### src/rtl/vga_timing.sv
// 640x480@60 raster timing generator: pixel/line counters, phase FSMs,
// registered sync/active-video outputs, line/frame pulses and a frame counter.
module vga_timing #(
  parameter int   H_ACTIVE  = 640,
  parameter int   H_FP      = 16,
  parameter int   H_SYNC    = 96,
  parameter int   H_BP      = 48,
  parameter int   V_ACTIVE  = 480,
  parameter int   V_FP      = 10,
  parameter int   V_SYNC    = 2,
  parameter int   V_BP      = 33,
  parameter logic HSYNC_POL = 1'b0,
  parameter logic VSYNC_POL = 1'b0
) (
  input  logic        pixel_clock,
  input  logic        rst,
  input  logic        ce,
  output logic [9:0]  hPos,
  output logic [9:0]  vPos,
  output logic        videoOn,
  output logic        hsync,
  output logic        vsync,
  output logic        line_start,
  output logic        frame_start,
  output logic [15:0] frame_count
);

  localparam int H_TOTAL = H_ACTIVE + H_FP + H_SYNC + H_BP;
  localparam int V_TOTAL = V_ACTIVE + V_FP + V_SYNC + V_BP;

  localparam logic [9:0] H_LAST     = 10'(H_TOTAL - 1);
  localparam logic [9:0] H_FRONT_AT = 10'(H_ACTIVE);
  localparam logic [9:0] H_SYNC_AT  = 10'(H_ACTIVE + H_FP);
  localparam logic [9:0] H_BACK_AT  = 10'(H_ACTIVE + H_FP + H_SYNC);
  localparam logic [9:0] V_LAST     = 10'(V_TOTAL - 1);
  localparam logic [9:0] V_FRONT_AT = 10'(V_ACTIVE);
  localparam logic [9:0] V_SYNC_AT  = 10'(V_ACTIVE + V_FP);
  localparam logic [9:0] V_BACK_AT  = 10'(V_ACTIVE + V_FP + V_SYNC);

  localparam logic [1:0] H_ACT   = 2'd0;
  localparam logic [1:0] H_FRONT = 2'd1;
  localparam logic [1:0] H_SYNCS = 2'd2;
  localparam logic [1:0] H_BACK  = 2'd3;
  localparam logic [1:0] V_ACT   = 2'd0;
  localparam logic [1:0] V_FRONT = 2'd1;
  localparam logic [1:0] V_SYNCS = 2'd2;
  localparam logic [1:0] V_BACK  = 2'd3;

  // Shared phase-FSM step: the state is decided by the position about to be shown.
  function automatic logic [1:0] phase_step(
    input logic [1:0] st,
    input logic [9:0] pos,
    input logic [9:0] front_at,
    input logic [9:0] sync_at,
    input logic [9:0] back_at
  );
    logic [1:0] nxt;
    nxt = st;
    case (st)
      2'd0: if (pos == front_at) nxt = 2'd1; else nxt = 2'd0;
      2'd1: if (pos == sync_at)  nxt = 2'd2; else nxt = 2'd1;
      2'd2: if (pos == back_at)  nxt = 2'd3; else nxt = 2'd2;
      2'd3: if (pos == 10'd0)    nxt = 2'd0; else nxt = 2'd3;
      default: nxt = 2'd3;
    endcase
    return nxt;
  endfunction

  logic [9:0]  h_q, h_d, v_q, v_d;
  logic [1:0]  hst_q, hst_d, vst_q, vst_d;
  logic        von_q, von_d, hs_q, hs_d, vs_q, vs_d;
  logic        ls_q, ls_d, fs_q, fs_d;
  logic [15:0] fc_q, fc_d;

  logic       h_wrap, v_wrap;
  logic [9:0] h_inc, v_inc;

  assign h_wrap = (h_q == H_LAST);
  assign v_wrap = (v_q == V_LAST);
  assign h_inc  = h_wrap ? 10'd0 : h_q + 10'd1;
  assign v_inc  = v_wrap ? 10'd0 : v_q + 10'd1;

  // Next-state: everything steps on ce except the pulses, which always clear.
  always_comb begin
    h_d   = h_q;
    v_d   = v_q;
    hst_d = hst_q;
    vst_d = vst_q;
    fc_d  = fc_q;
    ls_d  = 1'b0;
    fs_d  = 1'b0;
    if (ce) begin
      h_d   = h_inc;
      ls_d  = h_wrap;
      fs_d  = h_wrap & v_wrap;
      hst_d = phase_step(hst_q, h_inc, H_FRONT_AT, H_SYNC_AT, H_BACK_AT);
      if (h_wrap) begin
        v_d   = v_inc;
        vst_d = phase_step(vst_q, v_inc, V_FRONT_AT, V_SYNC_AT, V_BACK_AT);
      end else begin
        v_d   = v_q;
        vst_d = vst_q;
      end
      if (h_wrap && v_wrap) begin
        fc_d = fc_q + 16'd1;
      end else begin
        fc_d = fc_q;
      end
    end else begin
      h_d   = h_q;
      v_d   = v_q;
      hst_d = hst_q;
      vst_d = vst_q;
      fc_d  = fc_q;
    end
  end

  // Decoded from next phase so sync/active line up with the coordinates beside them.
  always_comb begin
    von_d = (hst_d == H_ACT) && (vst_d == V_ACT);
    if (hst_d == H_SYNCS) begin
      hs_d = HSYNC_POL;
    end else begin
      hs_d = ~HSYNC_POL;
    end
    if (vst_d == V_SYNCS) begin
      vs_d = VSYNC_POL;
    end else begin
      vs_d = ~VSYNC_POL;
    end
  end

  // State and output registers; reset parks on the last blanking pixel of a frame.
  always_ff @(posedge pixel_clock) begin
    if (rst) begin
      h_q   <= H_LAST;
      v_q   <= V_LAST;
      hst_q <= H_BACK;
      vst_q <= V_BACK;
      von_q <= 1'b0;
      hs_q  <= ~HSYNC_POL;
      vs_q  <= ~VSYNC_POL;
      ls_q  <= 1'b0;
      fs_q  <= 1'b0;
      fc_q  <= 16'd0;
    end else begin
      h_q   <= h_d;
      v_q   <= v_d;
      hst_q <= hst_d;
      vst_q <= vst_d;
      von_q <= von_d;
      hs_q  <= hs_d;
      vs_q  <= vs_d;
      ls_q  <= ls_d;
      fs_q  <= fs_d;
      fc_q  <= fc_d;
    end
  end

  assign hPos        = h_q;
  assign vPos        = v_q;
  assign videoOn     = von_q;
  assign hsync       = hs_q;
  assign vsync       = vs_q;
  assign line_start  = ls_q;
  assign frame_start = fs_q;
  assign frame_count = fc_q;

endmodule

### config.mk
export PLATFORM = sky130hd
export DESIGN_NAME = vga_timing
export DESIGN_NICKNAME = d
export VERILOG_FILES = /design/src/rtl/vga_timing.sv
export SDC_FILE = /design/constraint.sdc
export NUM_CORES = 1
export LEC_CHECK = 0
export CORE_UTILIZATION = 57
export DETAILED_ROUTE_END_ITERATION = 8
export PLACE_DENSITY = 0.85
export SETUP_SLACK_MARGIN = 0.05
export SYNTH_ARGS = -nofsm -noshare
export SYNTH_HDL_FRONTEND = slang
export SYNTH_SLANG_ARGS = --single-unit
export TNS_END_PERCENT = 50
### constraint.sdc
create_clock -name pixel_clock -period 6.15 [get_ports pixel_clock]
set_input_delay 0.615 -clock pixel_clock [delete_from_list [all_inputs] [get_ports pixel_clock]]
set_output_delay 0.615 -clock pixel_clock [all_outputs]
set_load 0.01 [all_outputs]
# Yosys cells after proc, flatten, opt, wreduce, memory -nomap -nowiden
# Cells that the tools add are included.
# classes
addsub	3
n_eq_ne	16
muxes	17
bitwise	2
n_reduce_logical	11
# ops
cell	count
$eq A10 B10 Y1 const B	5
$eq A10 B9 Y1 const B	3
$add A10 B1 Y10 const B	2
$logic_not A10 Y1	2
$mux W10	2
$add A16 B1 Y16 const B	1
$pmux W2 S4	2
$mux W2	7
$eq A2 B2 Y1 const B	6
$logic_not A2 Y1	4
$mux W1	6
$eq A2 B1 Y1 const B	2
$reduce_and A2 Y1	2
$logic_and A1 B1 Y1	2
$reduce_or A2 Y1	1
$and A1 B1 Y1	1
$not A1 Y1	1
# word_totals
reg_bits	45
input_bits	3
output_inout_bits	41
wordCells	59

# Logic depth before layout (Yosys ltp)
# depth
word_depth	9
depth_mapped	11
ltp_nobuf	9

# Worst setup path before layout
# OpenSTA, ideal clock, no wires.
# synth_path
path_kind	register -> register
start	reg h_q[0], in the netlist hPos[0]
end	reg hs_q, in the netlist hsync
setup_time_ns	0.120
arrival_ns	2.404
required_ns	6.030
path_slack_ns	3.627
path_stages_with_launch	9
n_path_buf	0
synth_period_minus_slack_ns	2.523
cell_sequence	dfxtp_1 -> ha_1 -> nand4_1 -> or3_1 -> a311o_1 -> mux2i_1 -> o31ai_1 -> o311ai_2 -> a211o_1
# synth_between
elab_chain_cells	8
word_cells_on_any_way	15
cone_classes	add/sub (1); eq/ne (5); mux (8); reduce/logical (1)
# synth_rtl
element	line_no	source
start: declaration	69	logic [9:0] h_q, h_d, v_q, v_d;
start signal: assignment	136	h_q <= H_LAST;
start signal: assignment	147	h_q <= h_d;
$add A10 B1 Y10 or $eq A10 B10 Y1 (tied branches)	80, 78	
$mux W10 (*)	80	assign h_inc = h_wrap ? 10'd0 : h_q + 10'd1;
$eq A10 B10 Y1, or another cell as far along	62	2'd2: if (pos == back_at) nxt = 2'd3; else nxt = 2'd2;
$mux W1, or another cell as far along	62	
$pmux W2 S4 (*)	59	case (st)
$mux W2 (*)	92	if (ce) begin
$eq A2 B2 Y1 (*)	121	if (hst_d == H_SYNCS) begin
$mux W1 (*)	121	
end signal: assignment	141	hs_q <= ~HSYNC_POL;
end signal: assignment	152	hs_q <= hs_d;
end: declaration	71	logic von_q, von_d, hs_q, hs_d, vs_q, vs_d;
# Mark *: on every way between the ends. The rest lies on a longest branch, timed or not.
# A chain may end at the register's enable or synchronous reset.

# Worst setup path after layout
# layout_path
start	in ce
end	reg fc_q[14], in the netlist frame_count[14]
# layout_between
elab_chain_cells	1
# layout_rtl
element	line_no	source
start: declaration	17	input logic ce,
$reduce_and A2 Y1 (no line)	-	
end signal: assignment	145	fc_q <= 16'd0;
end signal: assignment	156	fc_q <= fc_d;
end: declaration	73	logic [15:0] fc_q, fc_d;
# Every way passes these cells.

==> impl_metrics.json <==
{
  "tightest_slew_ns": 0.5936,
  "ir_worst_vdd_uv": 142.1,
  "io_pins": 44,
  "final_hold_viol_count": 0,
  "ff2ff_setup_slack_ns": 3.35,
  "vias_per_cell": 6.218,
  "p_total_mw": 0.7133,
  "cp-end-kind": "flop",
  "p_per_area_nw_per_um2": 231.7,
  "rr_worst_depth": 7,
  "fp.dieH_um": 69.48,
  "clock-root-buffer": "clkbuf_8",
  "tns_ns": 0,
  "final_antenna_net_count": 0,
  "cts_max_level": 2,
  "grt_util_met3_pct": 4.506,
  "seq_area_frac_synth_pct": 34.72,
  "grt_use_total_pct": 25.76,
  "wire_per_inst_um": 15.08,
  "syn_area_per_cell_um2": 8.344,
  "synth_edf_count": 0,
  "setup_viol": 0,
  "cts_tree": "built",
  "critical_path_class": "in2reg",
  "hold_depth": 2,
  "use_met1_pct": 31.07,
  "netlist_area_um2": 2595,
  "fin_crit_sh_pct": 47.23,
  "drc_errors": 0,
  "n_fill_cell": 349,
  "fin_crit_ns": 2.905,
  "min_to": "frame_count[15]",
  "cts_resized": 0,
  "syn_nets": 318,
  "r2r_end": "vsync",
  "gp_congestion": 0.8978,
  "cts_buffers": 5,
  "yosysUniqueCellTypes": 67,
  "dr.pass1.iters": 6,
  "grt_pass1_wl_um": 10270,
  "area_growth_pct": 18.66,
  "crit_arrival_ns": 3.10,
  "antenna_found_initial": 0,
  "leakagePower_nw": 1.106,
  "hold_path.class": "reg2reg",
  "overflow": 0,
  "layout_setup_ws_ns": 3.245,
  "ys.flop_type": "dfxtp_1",
  "syn_inst": 311,
  "start_util_pct": 59.60,
  "min_from": "frame_count[15]",
  "pre_cts_slack_ns": 2.947,
  "io_buffers": 43,
  "maxCapViolCount": 0,
  "clock_latency_ns": 0.31,
  "worstSetupStartpointType": "input pin",
  "clk_path_buf_depth": 2,
  "required_ns": 6.35,
  "mostFrequentLayoutCells": "dfxtp_1, clkdlybuf4s50_1, nor2_1",
  "use_met2_pct": 45.20,
  "hpwl_um": 4154,
  "rr_startpoint": "vPos[1]",
  "final_common_cell": "dfxtp_1",
  "cts.sinks": 45,
  "grt_pass1_vias": 2274,
  "report.final.slew_viol_count": 0,
  "drtIter0Drc": 107,
  "die_area_um2": 4827,
  "antenna_cells": 0,
  "post_cts_buffers": 0,
  "worst_hold_slack_ns": 0.5321,
  "clk_pin_slew_ns": 0.09,
  "rsz0062_at_grt": "false",
  "drive_above_1_share_pct": 8.163,
  "row_count": 24,
  "grt_max_degree": 36,
  "worst_slew_margin_rel_pct": 60.31,
  "cts_hold_buf": 0,
  "stdcell_count": 395,
  "status": "finished, final reports clean",
  "nNetsFinal": 349,
  "dr_total_vias": 2456,
  "place_inst": 387,
  "skew_ns": 0.004221,
  "critical_path.max_fanout": 14,
  "ys_ff_latch": 45,
  "coreArea_um2": 4354,
  "fp.dieW_um": 69.48,
  "async_reset_ff_share_pct": 0,
  "routed_wl_um": 5956,
  "ys_warn_count": 0,
  "gr-max-usage-layer": "met2",
  "max_freq_mhz": 344.3
}
## metrics by stage
| stage | area [um2] | util (%) |
|---|---|---|
| 3_3_place_gp | 2985 | 68.56 |
| 6_report | 3079 | 70.72 |
| 2_1_floorplan | 2595 | - |
| 4_1_cts | 3079 | 70.72 |
| 5_1_grt | 3079 | 70.72 |
| 3_5_place_dp | 2985 | 68.56 |
## per-layer routing
metal	part of all wire [%]	wire length, um	vias to the layer above
met3	4.6	274	10
met4	1.8	108	0
met1	43	2553	1165
met2	51	3020	90
li1	-	-	1191
met5	0	0	-
## logic make-up (layout without fill, tap and decap cells)
family                     count (synthesis)  count (layout)  share of synthesized area (%)
AOI/OAI and AO/OA                         57              57                          15.28
xor gates and xnor gates                  29              29                          9.788
buffers and inverters                     29              61                          5.640
muxes                                      2               2                         0.7715
adders and majority gates                  4               4                          1.929
and+or+nand+nor                          145             145                          31.87
DFF                                       45              45                          34.72
## cells in the mapped netlist, types with 2 or more instances
master / count / area (um2)
o311ai_0: 2 / 17.52
a21oi_1: 15 / 75.07
buf_6: 2 / 22.52
xnor2_1: 7 / 61.31
o21ai_0: 13 / 65.06
nand3_1: 14 / 70.07
dfxtp_1: 45 / 900.9
o31ai_1: 6 / 45.04
nand2_1: 27 / 101.4
and3_1: 8 / 50.05
clkbuf_1: 10 / 37.54
nand4_1: 17 / 106.4
buf_4: 2 / 15.01
nor2_1: 35 / 131.4
and2_1: 2 / 12.51
nor3_2: 2 / 20.02
and4_2: 2 / 20.02
a31oi_1: 2 / 12.51
a211oi_2: 2 / 25.02
ha_1: 4 / 50.05
mux2i_1: 2 / 20.02
inv_1: 8 / 30.03
nor3_1: 3 / 15.01
o211ai_1: 2 / 15.01
nor4_1: 3 / 18.77
xor2_1: 22 / 192.7
buf_2: 3 / 15.01
or3_1: 9 / 56.30
and4_1: 4 / 35.03
## critical path: stages
cell,delay (ns)
clkdlybuf4s50_1,0.67
and4_1,0.30
nand4_1,0.49
nor2_4,0.40
and4_1,0.30
nand4_1,0.12
xor2_1,0.15
nor2_1,0.05
## flip-flops by register name (all words and copies together) (netlist names)
| signal | count |
|---|---|
| frame_count | 16 |
| frame_start | 1 |
| hPos | 10 |
| hst_q | 2 |
| hsync | 1 |
| line_start | 1 |
| vPos | 10 |
| videoOn | 1 |
| vst_q | 2 |
| vsync | 1 |
## cell type report
type / instances / area (um2) / share of cell area [%]
multi-input combinational: 237 / 1548 / 50.26
sequential: 45 / 900.9 / 29.26
timing repair buffer: 44 / 437.9 / 14.22
clock buffer: 5 / 68.82 / 2.235
tap: 52 / 65.06 / 2.113
inverter: 9 / 33.78 / 1.097
clock inverter: 3 / 25.02 / 0.8127
## how the worst max path moves through the flow
| stage | startpoint | end | slack, ns |
|---|---|---|---|
| 2_1_floorplan | hPos[0] | hsync | 3.63 |
| 3_3_place_gp | ce | frame_count[12] | 3.04 |
| 3_5_place_dp | ce | frame_count[14] | 2.95 |
| 4_1_cts | ce | frame_count[14] | 3.27 |
| 5_1_grt | ce | frame_count[12] | 3.05 |
| 6_report | ce | frame_count[14] | 3.25 |
## power by group
part / internal (mW) / switching, mW / total, mW
logic: 0.0773 / 0.104 / 0.181
registers: 0.307 / 0.0300 / 0.337
clock network: 0.0822 / 0.113 / 0.195
total: 0.467 / 0.247 / 0.713
(Power assumes the default switching activity.)
